`config.mk`:
```
export PLATFORM = sky130hd
export DESIGN_NAME = lcm_from_gcd_flat
export DESIGN_NICKNAME = d
export VERILOG_FILES = /design/src/rtl/lcm_pkg.sv /design/src/rtl/lcm_from_gcd_if.sv /design/src/rtl/lcm_divstep_n.sv /design/src/rtl/subripple_n.sv /design/src/rtl/lcm_from_gcd.sv /design/src/flat_wrapper.sv
export SDC_FILE = /design/constraint.sdc
export NUM_CORES = 1
export LEC_CHECK = 0
export BUFFER_PORTS_ARGS = -buffer_cell sky130_fd_sc_hd__buf_2
export CORE_AREA = 4 4 141 143
export DETAILED_ROUTE_END_ITERATION = 7
export DIE_AREA = 0 0 145 147
export PLACE_DENSITY_LB_ADDON = 0.08
export SLEW_MARGIN = 20
export SYNTH_ARGS = -nofsm -noshare
export SYNTH_HDL_FRONTEND = slang
export SYNTH_SLANG_ARGS = --single-unit
```
`constraint.sdc`:
```
create_clock -name clk -period 22.8 [get_ports clk]
set_clock_uncertainty 0.1 [all_clocks]
set_input_delay 4.56 -clock clk [delete_from_list [all_inputs] [get_ports clk]]
set_output_delay 4.56 -clock clk [all_outputs]
set_load 0.03 [all_outputs]
```
`src/rtl/lcm_pkg.sv`:
```
// Shared definitions for the LCM stage: FSM state encoding and default width.
package lcm_pkg;

    localparam int LCM_W = 16;

    typedef enum logic [1:0] {
        LS_IDLE = 2'd0,
        LS_DIV  = 2'd1,
        LS_MUL  = 2'd2,
        LS_DONE = 2'd3
    } lcm_state_e;

endpackage

```
`src/rtl/lcm_from_gcd_if.sv`:
```
// Operand/result bundle between the GCD write port, the LCM stage and the result collector.
interface lcm_from_gcd_if
    import lcm_pkg::*;
#(
    parameter int WIDTH = LCM_W
) ();

    logic                 start;
    logic [WIDTH-1:0]     a;
    logic [WIDTH-1:0]     b;
    logic [WIDTH-1:0]     g;
    logic                 busy;
    logic                 done;
    logic [2*WIDTH-1:0]   lcm;
    logic                 rem_nz;

    // Upstream side: presents operands and the start pulse, watches status/result.
    modport master (
        output start, a, b, g,
        input  busy, done, lcm, rem_nz
    );

    // LCM stage side.
    modport slave (
        input  start, a, b, g,
        output busy, done, lcm, rem_nz
    );

endinterface

```
`src/rtl/lcm_divstep_n.sv`:
```
// One combinational restoring-division step: shift in the next dividend bit,
// trial-subtract the divisor and keep the difference only if it did not borrow.
module lcm_divstep_n
    import lcm_pkg::*;
#(
    parameter int WIDTH = LCM_W
) (
    input  logic [WIDTH-1:0] rem_in,   // previous remainder, always < g so WIDTH bits suffice
    input  logic             a_bit,
    input  logic [WIDTH-1:0] g,
    output logic [WIDTH:0]   next_rem,
    output logic             q_bit
);

    logic [WIDTH:0] trial;
    logic [WIDTH:0] diff;
    logic           bout;

    assign trial = {rem_in, a_bit};

    subripple_n #(
        .WIDTH (WIDTH + 1)
    ) u_sub (
        .x    (trial),
        .y    ({1'b0, g}),
        .diff (diff),
        .bout (bout)
    );

    // No borrow means trial >= g: take the difference and emit a 1 quotient bit.
    assign q_bit    = ~bout;
    assign next_rem = bout ? trial : diff;

endmodule

```
`src/rtl/subripple_n.sv`:
```
// N-bit ripple-borrow subtractor: diff = x - y, bout set when x < y.
module subripple_n #(
    parameter int WIDTH = 16
) (
    input  logic [WIDTH-1:0] x,
    input  logic [WIDTH-1:0] y,
    output logic [WIDTH-1:0] diff,
    output logic             bout
);

    logic [WIDTH:0] borrow;

    assign borrow[0] = 1'b0;

    for (genvar i = 0; i < WIDTH; i++) begin : g_bit
        assign diff[i]       = x[i] ^ y[i] ^ borrow[i];
        assign borrow[i + 1] = (~x[i] & y[i]) | (~(x[i] ^ y[i]) & borrow[i]);
    end

    assign bout = borrow[WIDTH];

endmodule

```
`src/rtl/lcm_from_gcd.sv`:
```
// LCM stage fed by the GCD block: lcm = (a / g) * b via a WIDTH-step restoring
// divider then a WIDTH-step shift-add multiplier, fixed 2*WIDTH-cycle latency.
module lcm_from_gcd
    import lcm_pkg::*;
#(
    parameter int WIDTH = LCM_W
) (
    input  logic          clk,
    input  logic          reset,   // asynchronous, active-low
    lcm_from_gcd_if.slave bus
);

    localparam int CNT_W = (WIDTH > 1) ? $clog2(WIDTH) : 1;
    localparam logic [CNT_W-1:0] CNT_LAST = CNT_W'(WIDTH - 1);

    lcm_state_e           state_q, state_d;
    logic [CNT_W-1:0]     cnt_q, cnt_d;
    // a_q shifts the dividend out MSB-first while quotient bits enter at the
    // LSB, so after DIV it holds q and MUL consumes it LSB-first.
    logic [WIDTH-1:0]     a_q, a_d;
    logic [WIDTH-1:0]     g_q, g_d;
    logic [WIDTH:0]       rem_q, rem_d;
    logic                 zero_q, zero_d;
    logic [2*WIDTH-1:0]   mcand_q, mcand_d;   // b, shifted left one place per MUL step
    logic [2*WIDTH-1:0]   acc_q, acc_d;
    logic [2*WIDTH-1:0]   lcm_q, lcm_d;
    logic                 rem_nz_q, rem_nz_d;
    logic                 done_q, done_d;
    logic                 busy_q, busy_d;

    logic [WIDTH:0]       step_rem;
    logic                 step_q_bit;
    logic                 cnt_last;

    assign cnt_last = (cnt_q == CNT_LAST);

    lcm_divstep_n #(
        .WIDTH (WIDTH)
    ) u_divstep (
        .rem_in   (rem_q[WIDTH-1:0]),
        .a_bit    (a_q[WIDTH-1]),
        .g        (g_q),
        .next_rem (step_rem),
        .q_bit    (step_q_bit)
    );

    // State register; reset aborts any operation in flight.
    always_ff @(posedge clk or negedge reset) begin
        if (!reset) begin
            state_q <= LS_IDLE;
        end else begin
            state_q <= state_d;
        end
    end

    // Next-state: start only matters in IDLE, each compute phase lasts WIDTH cycles.
    always_comb begin
        state_d = state_q;
        case (state_q)
            LS_IDLE: if (bus.start) state_d = LS_DIV;
            LS_DIV:  if (cnt_last)  state_d = LS_MUL;
            LS_MUL:  if (cnt_last)  state_d = LS_DONE;
            LS_DONE: state_d = LS_IDLE;
            default: state_d = LS_IDLE;
        endcase
    end

    // Datapath and output next values for each state.
    always_comb begin
        cnt_d    = cnt_q;
        a_d      = a_q;
        g_d      = g_q;
        rem_d    = rem_q;
        zero_d   = zero_q;
        mcand_d  = mcand_q;
        acc_d    = acc_q;
        lcm_d    = lcm_q;
        rem_nz_d = rem_nz_q;

        case (state_q)
            LS_IDLE: begin
                if (bus.start) begin
                    a_d     = bus.a;
                    g_d     = bus.g;
                    mcand_d = {{WIDTH{1'b0}}, bus.b};
                    zero_d  = (bus.a == '0) | (bus.b == '0) | (bus.g == '0);
                    rem_d   = '0;
                    acc_d   = '0;
                    cnt_d   = '0;
                end
            end
            LS_DIV: begin
                rem_d = step_rem;
                a_d   = {a_q[WIDTH-2:0], step_q_bit};
                cnt_d = cnt_last ? '0 : cnt_q + CNT_W'(1);
            end
            LS_MUL: begin
                acc_d   = acc_q + (a_q[0] ? mcand_q : '0);
                a_d     = a_q >> 1;
                mcand_d = mcand_q << 1;
                cnt_d   = cnt_q + CNT_W'(1);
                // Result registers load on the same edge that enters DONE.
                if (cnt_last) begin
                    lcm_d    = zero_q ? '0 : acc_d;
                    rem_nz_d = zero_q ? 1'b0 : (rem_q != '0);
                end
            end
            default: ;
        endcase
    end

    // Status outputs are registered copies of the upcoming state.
    always_comb begin
        busy_d = (state_d != LS_IDLE);
        done_d = (state_d == LS_DONE);
    end

    // Datapath and output registers, all cleared by reset.
    always_ff @(posedge clk or negedge reset) begin
        if (!reset) begin
            cnt_q    <= '0;
            a_q      <= '0;
            g_q      <= '0;
            rem_q    <= '0;
            zero_q   <= 1'b0;
            mcand_q  <= '0;
            acc_q    <= '0;
            lcm_q    <= '0;
            rem_nz_q <= 1'b0;
            done_q   <= 1'b0;
            busy_q   <= 1'b0;
        end else begin
            cnt_q    <= cnt_d;
            a_q      <= a_d;
            g_q      <= g_d;
            rem_q    <= rem_d;
            zero_q   <= zero_d;
            mcand_q  <= mcand_d;
            acc_q    <= acc_d;
            lcm_q    <= lcm_d;
            rem_nz_q <= rem_nz_d;
            done_q   <= done_d;
            busy_q   <= busy_d;
        end
    end

    assign bus.busy   = busy_q;
    assign bus.done   = done_q;
    assign bus.lcm    = lcm_q;
    assign bus.rem_nz = rem_nz_q;

endmodule

```
`src/flat_wrapper.sv`:
```
// flat-port wrapper written by rule: the top's interface ports become plain ports
module lcm_from_gcd_flat import lcm_pkg::*;
#(
    parameter int WIDTH = LCM_W
)
  (clk, reset, bus_start, bus_a, bus_b, bus_g, bus_busy, bus_done, bus_lcm, bus_rem_nz);
  lcm_from_gcd_if #(.WIDTH(WIDTH)) bus_i ();
  input  logic clk;
  input  logic reset;
  input wire logic [$bits(bus_i.start)-1:0] bus_start;
  input wire logic [$bits(bus_i.a)-1:0] bus_a;
  input wire logic [$bits(bus_i.b)-1:0] bus_b;
  input wire logic [$bits(bus_i.g)-1:0] bus_g;
  output wire logic [$bits(bus_i.busy)-1:0] bus_busy;
  output wire logic [$bits(bus_i.done)-1:0] bus_done;
  output wire logic [$bits(bus_i.lcm)-1:0] bus_lcm;
  output wire logic [$bits(bus_i.rem_nz)-1:0] bus_rem_nz;
  assign bus_i.start = bus_start;
  assign bus_i.a = bus_a;
  assign bus_i.b = bus_b;
  assign bus_i.g = bus_g;
  assign bus_busy = bus_i.busy;
  assign bus_done = bus_i.done;
  assign bus_lcm = bus_i.lcm;
  assign bus_rem_nz = bus_i.rem_nz;
  lcm_from_gcd #(.WIDTH(WIDTH)) u_core (.clk(clk), .reset(reset), .bus(bus_i));
endmodule
```
==> results.toml, run 1 <==
[outcome]
outcome = "completed"

[yosys]
postSynth.asyncResetShare_pct = 100
ys_top_cells_by_count = "sky130_fd_sc_hd__dfrtp_1, sky130_fd_sc_hd__nand2_1, sky130_fd_sc_hd__o21ai_0"
synth_seq_area_share_pct = 43.8
postSynth.topFlopCell = "sky130_fd_sc_hd__dfrtp_1"
synth_most_common_cell = "sky130_fd_sc_hd__dfrtp_1"
synth_seq_cells = 155
yosysWarningCount = 0
synthesis.area_sq_um = 8850
synth.lib_cells_used.distinct = 57
synthDominantAreaCellType = "sky130_fd_sc_hd__dfrtp_1"
postSynthAreaPerCell_sq_um = 9.70
number_of_instances_in_the_synthesized_netlist = 912
post-synth-top-area-fraction_pct = 43.8
synth-edff-count = 0
synth.top_cells.by_area = "sky130_fd_sc_hd__dfrtp_1, sky130_fd_sc_hd__a22o_1, sky130_fd_sc_hd__o21ai_0, sky130_fd_sc_hd__ha_1, sky130_fd_sc_hd__nand2_1"
synthesis.nets = 1016

[global_routing]
antenna_found_initial = 0
first_pass_grt_wire_length_mm = 35.9
grt_overflow_total = 0
grt_pass1_vias = 6879
maximum_number_of_pins_on_one_net_before_global_route_repair = 89
grt_util_all_layers_pct = 20.4

[clock_network]
cts_repair_resize_count = 0
cts_sinks = 155
postCtsSetupBuffers = 0
clock_tree.buffer_depth = 2
numCtsBuffers = 17
post_cts_hold_buffer_count = 0
cts.htree.levels = 4
cts_tree = "yes"
clk_latency_ns = 0.42
root_buffer = "sky130_fd_sc_hd__clkbuf_16"
clk_pin_slew_worst_paths_ns = 0.06

[detailed_routing]
route.final.wire_length_mm = 21.1
drt.antenna.violating_nets = 0
dr_total_vias = 6911
route.detailed.drc = 0
route.detailed.wl_per_inst_um = 17.4
drt_iter0_drc = 457
drt_pass_1_iters = 5
detail_route.vias_per_cell = 5.69

[critical_path]
worstPathCellList = "inv_1, ha_1, fa_1, fa_1, fa_1, fa_1, fa_1, fa_1, fa_1, fa_1, fa_1, fa_1, fa_1, fa_1, fa_1, fa_1, inv_1, fa_1, nor2_1, buf_4, a22o_1, a22o_1"
crit_type = "register to register"
setup.worst_path.start_class = "register"
ff2ff_path_depth = 22
worst_setup_path_endpoint = "u_core.rem_q[15]"
cp_data_arrival_time_ns = 8.65
timing.critical_path.mode_cell = "sky130_fd_sc_hd__fa_1"
largest_driver_fanout_on_the_critical_path = 28
setup.worst_path.end_class = "register"
timing.critical_path.from = "u_core.a_q[15]"
cp_slowest_stage_delay_ns = 0.49
crit_required_ns = 23.01
critical_path.slowest_cell = "sky130_fd_sc_hd__fa_1"
worst-r2r-setup-slack_ns = 14.36
reg2reg_from = "u_core.a_q[15]"
reg2reg_to = "u_core.rem_q[15]"

[floorplan]
die_height_um = 147
die_x_um = 145
pin_count = 86
die_area_sq_um = 21300
placement_rows = 50
initial_utilization_pct = 47.6
placeableCoreArea_sq_um = 18600

[timing]
slew_hr_pct = 32.7
rsz0062_at_grt = "no"
worst_pin_slew_ns = 1.01
clock.fmax_mhz = 118
final_min_period_over_clock_period_pct = 37.0
post-route-min-period_ns = 8.44
final-hold-violation-count = 0
setup_violations = 0
setup-tns-final_ns = 0
finalMaxSlewViolations = 0
post-route-worst-setup-slack_ns = 14.36

[final_layout]
final.fill_count = 1743
drive_gt1_share_pct = 15.2
layout-area-overhead-vs-synth_pct = 12.8
finish.net_count = 1073
insertedDiodeCount = 0

[flow_run]
cap_viol_max_count = 0

[placement]
port_buffers = 85
place_worst_setup_slack_ns = 14.27
gp_congestion = 0.881
place.detailed.hpwl_mm = 14.7

[power]
cellPowerDensity_nw_per_um2 = 97.2
p_sw_w = 0.000345
total_leakage_power_nw = 4.58
ir_drop_mv = 0.0608
seq_power_share_pct = 40.3
share_comb_of_total_power_pct = 31.6
p_clk_share_pct = 28.1
internal_power_w = 0.000625
power.share.switching_pct = 35.5

[min_path]
worstHoldPathType = "register to register"
cell families (layout without fill, tap and decap cells):
kind of cell	Yosys count	in the layout	synth area share, %
AOI/OAI and AO/OA	301	301	22.9
xor gates and xnor gates	26	26	2.57
adders and majority gates	53	53	8.85
buffers and inverters	94	162	4.11
DFF	155	155	43.8
muxes	36	36	4.30
and+or+nand+nor	247	247	13.4
cells in the final DEF (no fill, tap or decap), drive strengths merged, types with 8 or more instances in the layout:
cell / synthesis / final
a21o: 8 / 8
a21oi: 55 / 55
a22o: 76 / 76
a22oi: 16 / 16
and2: 36 / 36
buf: 9 / 94
clkbuf: 47 / 22
dfrtp: 155 / 155
fa: 16 / 16
ha: 37 / 37
inv: 38 / 38
mux2: 16 / 16
mux2i: 20 / 20
nand2: 108 / 108
nand3: 13 / 13
nand4: 15 / 15
nor2: 29 / 29
nor3: 10 / 10
nor4: 20 / 20
o21ai: 100 / 100
o31ai: 10 / 10
xnor2: 16 / 16
xor2: 10 / 10
power by group through the flow:
stage          registers [W]  clock network, W  logic (W)
2_1_floorplan       0.000373                 0   0.000248
3_3_place_gp        0.000393                 0   0.000304
3_5_place_dp        0.000394                 0   0.000310
4_1_cts             0.000390          0.000279   0.000311
5_1_grt             0.000399          0.000290   0.000359
6_report            0.000391          0.000273   0.000307
registers in the layout (all words and copies together) (netlist names):
register	count
u_core.bus.lcm	32
u_core.acc_q	32
u_core.a_q	16
u_core.bus.busy	1
u_core.g_q	16
u_core.state_q	2
u_core.cnt_q	4
u_core.mcand_q	32
u_core.rem_q	17
u_core.zero_q	1
u_core.bus.rem_nz	1
u_core.bus.done	1
cell type report:
class / instances / area [sq um] / share of cell area [%]
tap: 234 / 293 / 2.93
clock inverter: 8 / 96.3 / 0.965
inverter: 38 / 143 / 1.43
multi-input combinational: 663 / 4620 / 46.3
timing repair buffer: 94 / 499 / 5.00
clock buffer: 22 / 454 / 4.55
sequential: 155 / 3880 / 38.9
metrics by stage:
stage	power [W]	hold slack, ns	cells	area [sq um]	utilization [%]
floorplan	0.000620	0.351	912	8850	-
global placement	0.000697	0.360	1184	9430	50.8
detailed placement	0.000704	0.361	1184	9430	50.8
CTS	0.000980	0.374	1214	9980	53.7
global route	0.00105	0.394	1214	9980	53.7
finish	0.000970	0.372	1214	9980	53.7
worst min path at each step:
stage,start,endpoint,slack [ns],depth (start not counted)
4_1_cts,u_core.bus.lcm[18],u_core.bus.lcm[18],0.37,2
2_1_floorplan,u_core.rem_q[16],u_core.rem_q[16],0.35,2
3_5_place_dp,u_core.bus.lcm[18],u_core.bus.lcm[18],0.36,2
6_report,u_core.bus.lcm[18],u_core.bus.lcm[18],0.37,2
3_3_place_gp,u_core.bus.lcm[28],u_core.bus.lcm[28],0.36,2
5_1_grt,u_core.bus.lcm[18],u_core.bus.lcm[18],0.39,2
worst max-delay path, delay by kind of cell (launching register included):
kind / cells / cell delay [ns]
compound gates: 2 / 0.44
buf+inv: 3 / 0.38
simple gates: 1 / 0.11
fa+ha+maj: 16 / 6.96
flops: 1 / 0.36
per-layer routing:
| metal | vias to the layer above | global-route usage, % | wire length [um] |
|---|---|---|---|
| met5 | - | 0 | 0 |
| met4 | 0 | 4.47 | 166 |
| met2 | 128 | 32.6 | 9870 |
| met3 | 17 | 3.52 | 713 |
| met1 | 3335 | 29.5 | 10400 |
| li1 | 3431 | - | - |
Power figures use the tool's default switching activity.
==> run 2: changes to the inputs <==
==> constraint.sdc (replaced) <==
create_clock -name clk -period 8.65 [get_ports clk]
set_clock_uncertainty 0.1 [all_clocks]
set_input_delay 1.73 -clock clk [delete_from_list [all_inputs] [get_ports clk]]
set_output_delay 1.73 -clock clk [all_outputs]
set_load 0.03 [all_outputs]
==> run 2 against run 1 <==
Effect of this change:
- global-route usage decreased by 0.24 points
- critical path depth increased by 1
- non-clock buffer count unchanged
- clock-buffer cell count decreased by 3
- sequential power increased to 2.6 times the previous value
- hold slack improved by 0.0042 ns
- total power increased to 2.7 times the previous value
- via count increased by 0.80%
- utilization increased by 0.29 points
- critical path type unchanged
- highest routed layer unchanged
==> results.toml, run 2 (synthesized netlist as in run 1, its figures left out) <==
[outcome]
outcome = "completed"

[floorplan]
pin_count = 86
placement_rows = 50
initial_utilization_pct = 47.6
die_x_um = 145
placeableCoreArea_sq_um = 18600
die_height_um = 147
die_area_sq_um = 21300

[placement]
place.detailed.hpwl_mm = 14.8
gp_congestion = 0.872
port_buffers = 85

[min_path]
worstHoldPathType = "register to register"
min_from = "u_core.bus.lcm[22]"

[final_layout]
most_frequent_standard_cell_in_the_layout_excluding_fill_and_tap_cells = "sky130_fd_sc_hd__dfrtp_1"
finish.net_count = 1073
insertedDiodeCount = 0
layout-area-overhead-vs-synth_pct = 13.4
final_cell_mix = "sky130_fd_sc_hd__dfrtp_1, sky130_fd_sc_hd__nand2_1, sky130_fd_sc_hd__o21ai_0"
drive_gt1_share_pct = 16.1

[timing]
setup-tns-final_ns = 0
post-route-min-period_ns = 8.28
setup_violations = 0
timing.hold.ws_ns = 0.376
finalMaxSlewViolations = 0
final-hold-violation-count = 0
clock.fmax_mhz = 121
worst_pin_slew_ns = 1.03
slew_hr_pct = 31.1
rsz0062_at_grt = "no"
final_min_period_over_clock_period_pct = 95.7

[power]
cellPowerDensity_nw_per_um2 = 259
p_sw_w = 0.000932
share_comb_of_total_power_pct = 31.5
internal_power_w = 0.00167
total_leakage_power_nw = 4.59
seq_power_share_pct = 39.4
p_total_w = 0.00260
power.share.switching_pct = 35.8
p_clk_share_pct = 29.1
ir_drop_mv = 0.156

[critical_path]
crit_type = "register to register"
largest_driver_fanout_on_the_critical_path = 20
cp_data_arrival_time_ns = 8.49
worstPathCellList = "inv_1, ha_1, fa_1, fa_1, fa_1, fa_1, fa_1, fa_1, fa_1, fa_1, fa_1, fa_1, fa_2, fa_1, fa_1, fa_1, inv_1, fa_2, nor2_2, buf_6, nand2_1, o21ai_0, a22o_1"
critical-path-top-delay-family = "adder cells"
timing.critical_path.from = "u_core.a_q[15]"
setup.worst_path.end_class = "register"
critical_path.slowest_cell = "sky130_fd_sc_hd__fa_1"
crit_required_ns = 8.87
setup.worst_path.start_class = "register"
path_buf_inv = 3
cp_slowest_stage_delay_ns = 0.48
reg2reg_from = "u_core.a_q[15]"
timing.critical_path.mode_cell = "sky130_fd_sc_hd__fa_1"

[global_routing]
grt_overflow_total = 0
grt_pass1_vias = 6848
antenna_found_initial = 0
first_pass_grt_wire_length_mm = 35.3
grt_util_all_layers_pct = 20.2
maximum_number_of_pins_on_one_net_before_global_route_repair = 89

[clock_network]
clock_tree.buffer_depth = 2
numCtsBuffers = 17
clk_pin_slew_worst_paths_ns = 0.07
cts_sinks = 155
cts_tree = "yes"
root_buffer = "sky130_fd_sc_hd__clkbuf_16"
clk_latency_ns = 0.43
postCtsSetupBuffers = 0
cts.htree.levels = 4

[detailed_routing]
drt_pass_1_iters = 5
drt.antenna.violating_nets = 0
drt_iter0_drc = 463
detail_route.vias_per_cell = 5.73
route.final.wire_length_mm = 21.3
route.detailed.drc = 0
dr_total_vias = 6966
route.detailed.wl_per_inst_um = 17.5

[flow_run]
cap_viol_max_count = 0
==> run 2: cell count changes in the layout (fill, tap and decap cells not counted), sizes merged <==
cell / before / now
clkbuf: 22 / 19
inv: 38 / 40
clkinvlp: 1 / 4
==> run 2: routing by layer <==
layer / up-vias / GRT usage, % / part of all wire, %
li1: 3423 / - / -
met1: 3389 / 28.5 / 49
met2: 137 / 32.3 / 46
met3: 17 / 3.76 / 4.1
met4: 0 / 5.23 / 0.93
met5: - / 0 / 0
==> run 2: final cells by class <==
| cell class | count | area, sq um |
|---|---|---|
| clock buffer | 19 | 453 |
| clock inverter | 13 | 140 |
| fill | 1707 | 8540 |
| inverter | 38 | 143 |
| multi-input combinational | 663 | 4630 |
| sequential | 155 | 3880 |
| tap | 234 | 293 |
| timing repair buffer | 94 | 503 |
==> run 2: metrics by stage <==
| step | setup slack [ns] | utilization, % | cells | instance area, sq um |
|---|---|---|---|---|
| floorplan | 0.616 | - | 912 | 8850 |
| global placement | 0.227 | 50.8 | 1184 | 9430 |
| detailed placement | 0.164 | 50.8 | 1184 | 9430 |
| CTS | 0.112 | 54.0 | 1216 | 10000 |
| global route | 0.0209 | 54.0 | 1216 | 10000 |
| finish | 0.372 | 54.0 | 1216 | 10000 |
==> run 2: worst register-to-register path, stage by stage, from the launching register on <==
cell and delay (ns):
sky130_fd_sc_hd__dfrtp_1 0.36, sky130_fd_sc_hd__inv_1 0.06, sky130_fd_sc_hd__ha_1 0.22, sky130_fd_sc_hd__fa_1 0.45, sky130_fd_sc_hd__fa_1 0.46, sky130_fd_sc_hd__fa_1 0.46, sky130_fd_sc_hd__fa_1 0.48, sky130_fd_sc_hd__fa_1 0.46
sky130_fd_sc_hd__fa_1 0.46, sky130_fd_sc_hd__fa_1 0.45, sky130_fd_sc_hd__fa_1 0.46, sky130_fd_sc_hd__fa_1 0.46, sky130_fd_sc_hd__fa_1 0.47, sky130_fd_sc_hd__fa_2 0.42, sky130_fd_sc_hd__fa_1 0.46, sky130_fd_sc_hd__fa_1 0.46
sky130_fd_sc_hd__fa_1 0.43, sky130_fd_sc_hd__inv_1 0.12, sky130_fd_sc_hd__fa_2 0.25, sky130_fd_sc_hd__nor2_2 0.11, sky130_fd_sc_hd__buf_6 0.18, sky130_fd_sc_hd__nand2_1 0.08, sky130_fd_sc_hd__o21ai_0 0.10, sky130_fd_sc_hd__a22o_1 0.20
==> run 2: worst paths after layout <==
path	to	slack (ns)	depth (start not counted)
hold / removal	u_core.bus.lcm[22]	0.38	2
hold reg to reg	u_core.bus.lcm[22]	0.38	2
setup reg to reg	u_core.rem_q[5]	0.37	23
setup / recovery	u_core.rem_q[5]	0.37	23
max in group asynchronous	u_core.a_q[4]	5.77	2
min in group asynchronous	u_core.bus.lcm[26]	1.26	1
==> run 2: what timing repair did <==
item / 4_1_cts / 5_1_grt
hold buffers: 0 / 0
resized for setup: 0 / 4
setup endpoints to repair: 0 / 11
==> run 2: power groups by stage <==
stage | clock (W) | sequential [W] | combinational [W]
2_1_floorplan | 0 | 0.000982 | 0.000653
3_3_place_gp | 0 | 0.00103 | 0.000807
3_5_place_dp | 0 | 0.00104 | 0.000819
4_1_cts | 0.000771 | 0.00102 | 0.000824
5_1_grt | 0.000800 | 0.00105 | 0.000962
6_report | 0.000757 | 0.00103 | 0.000818
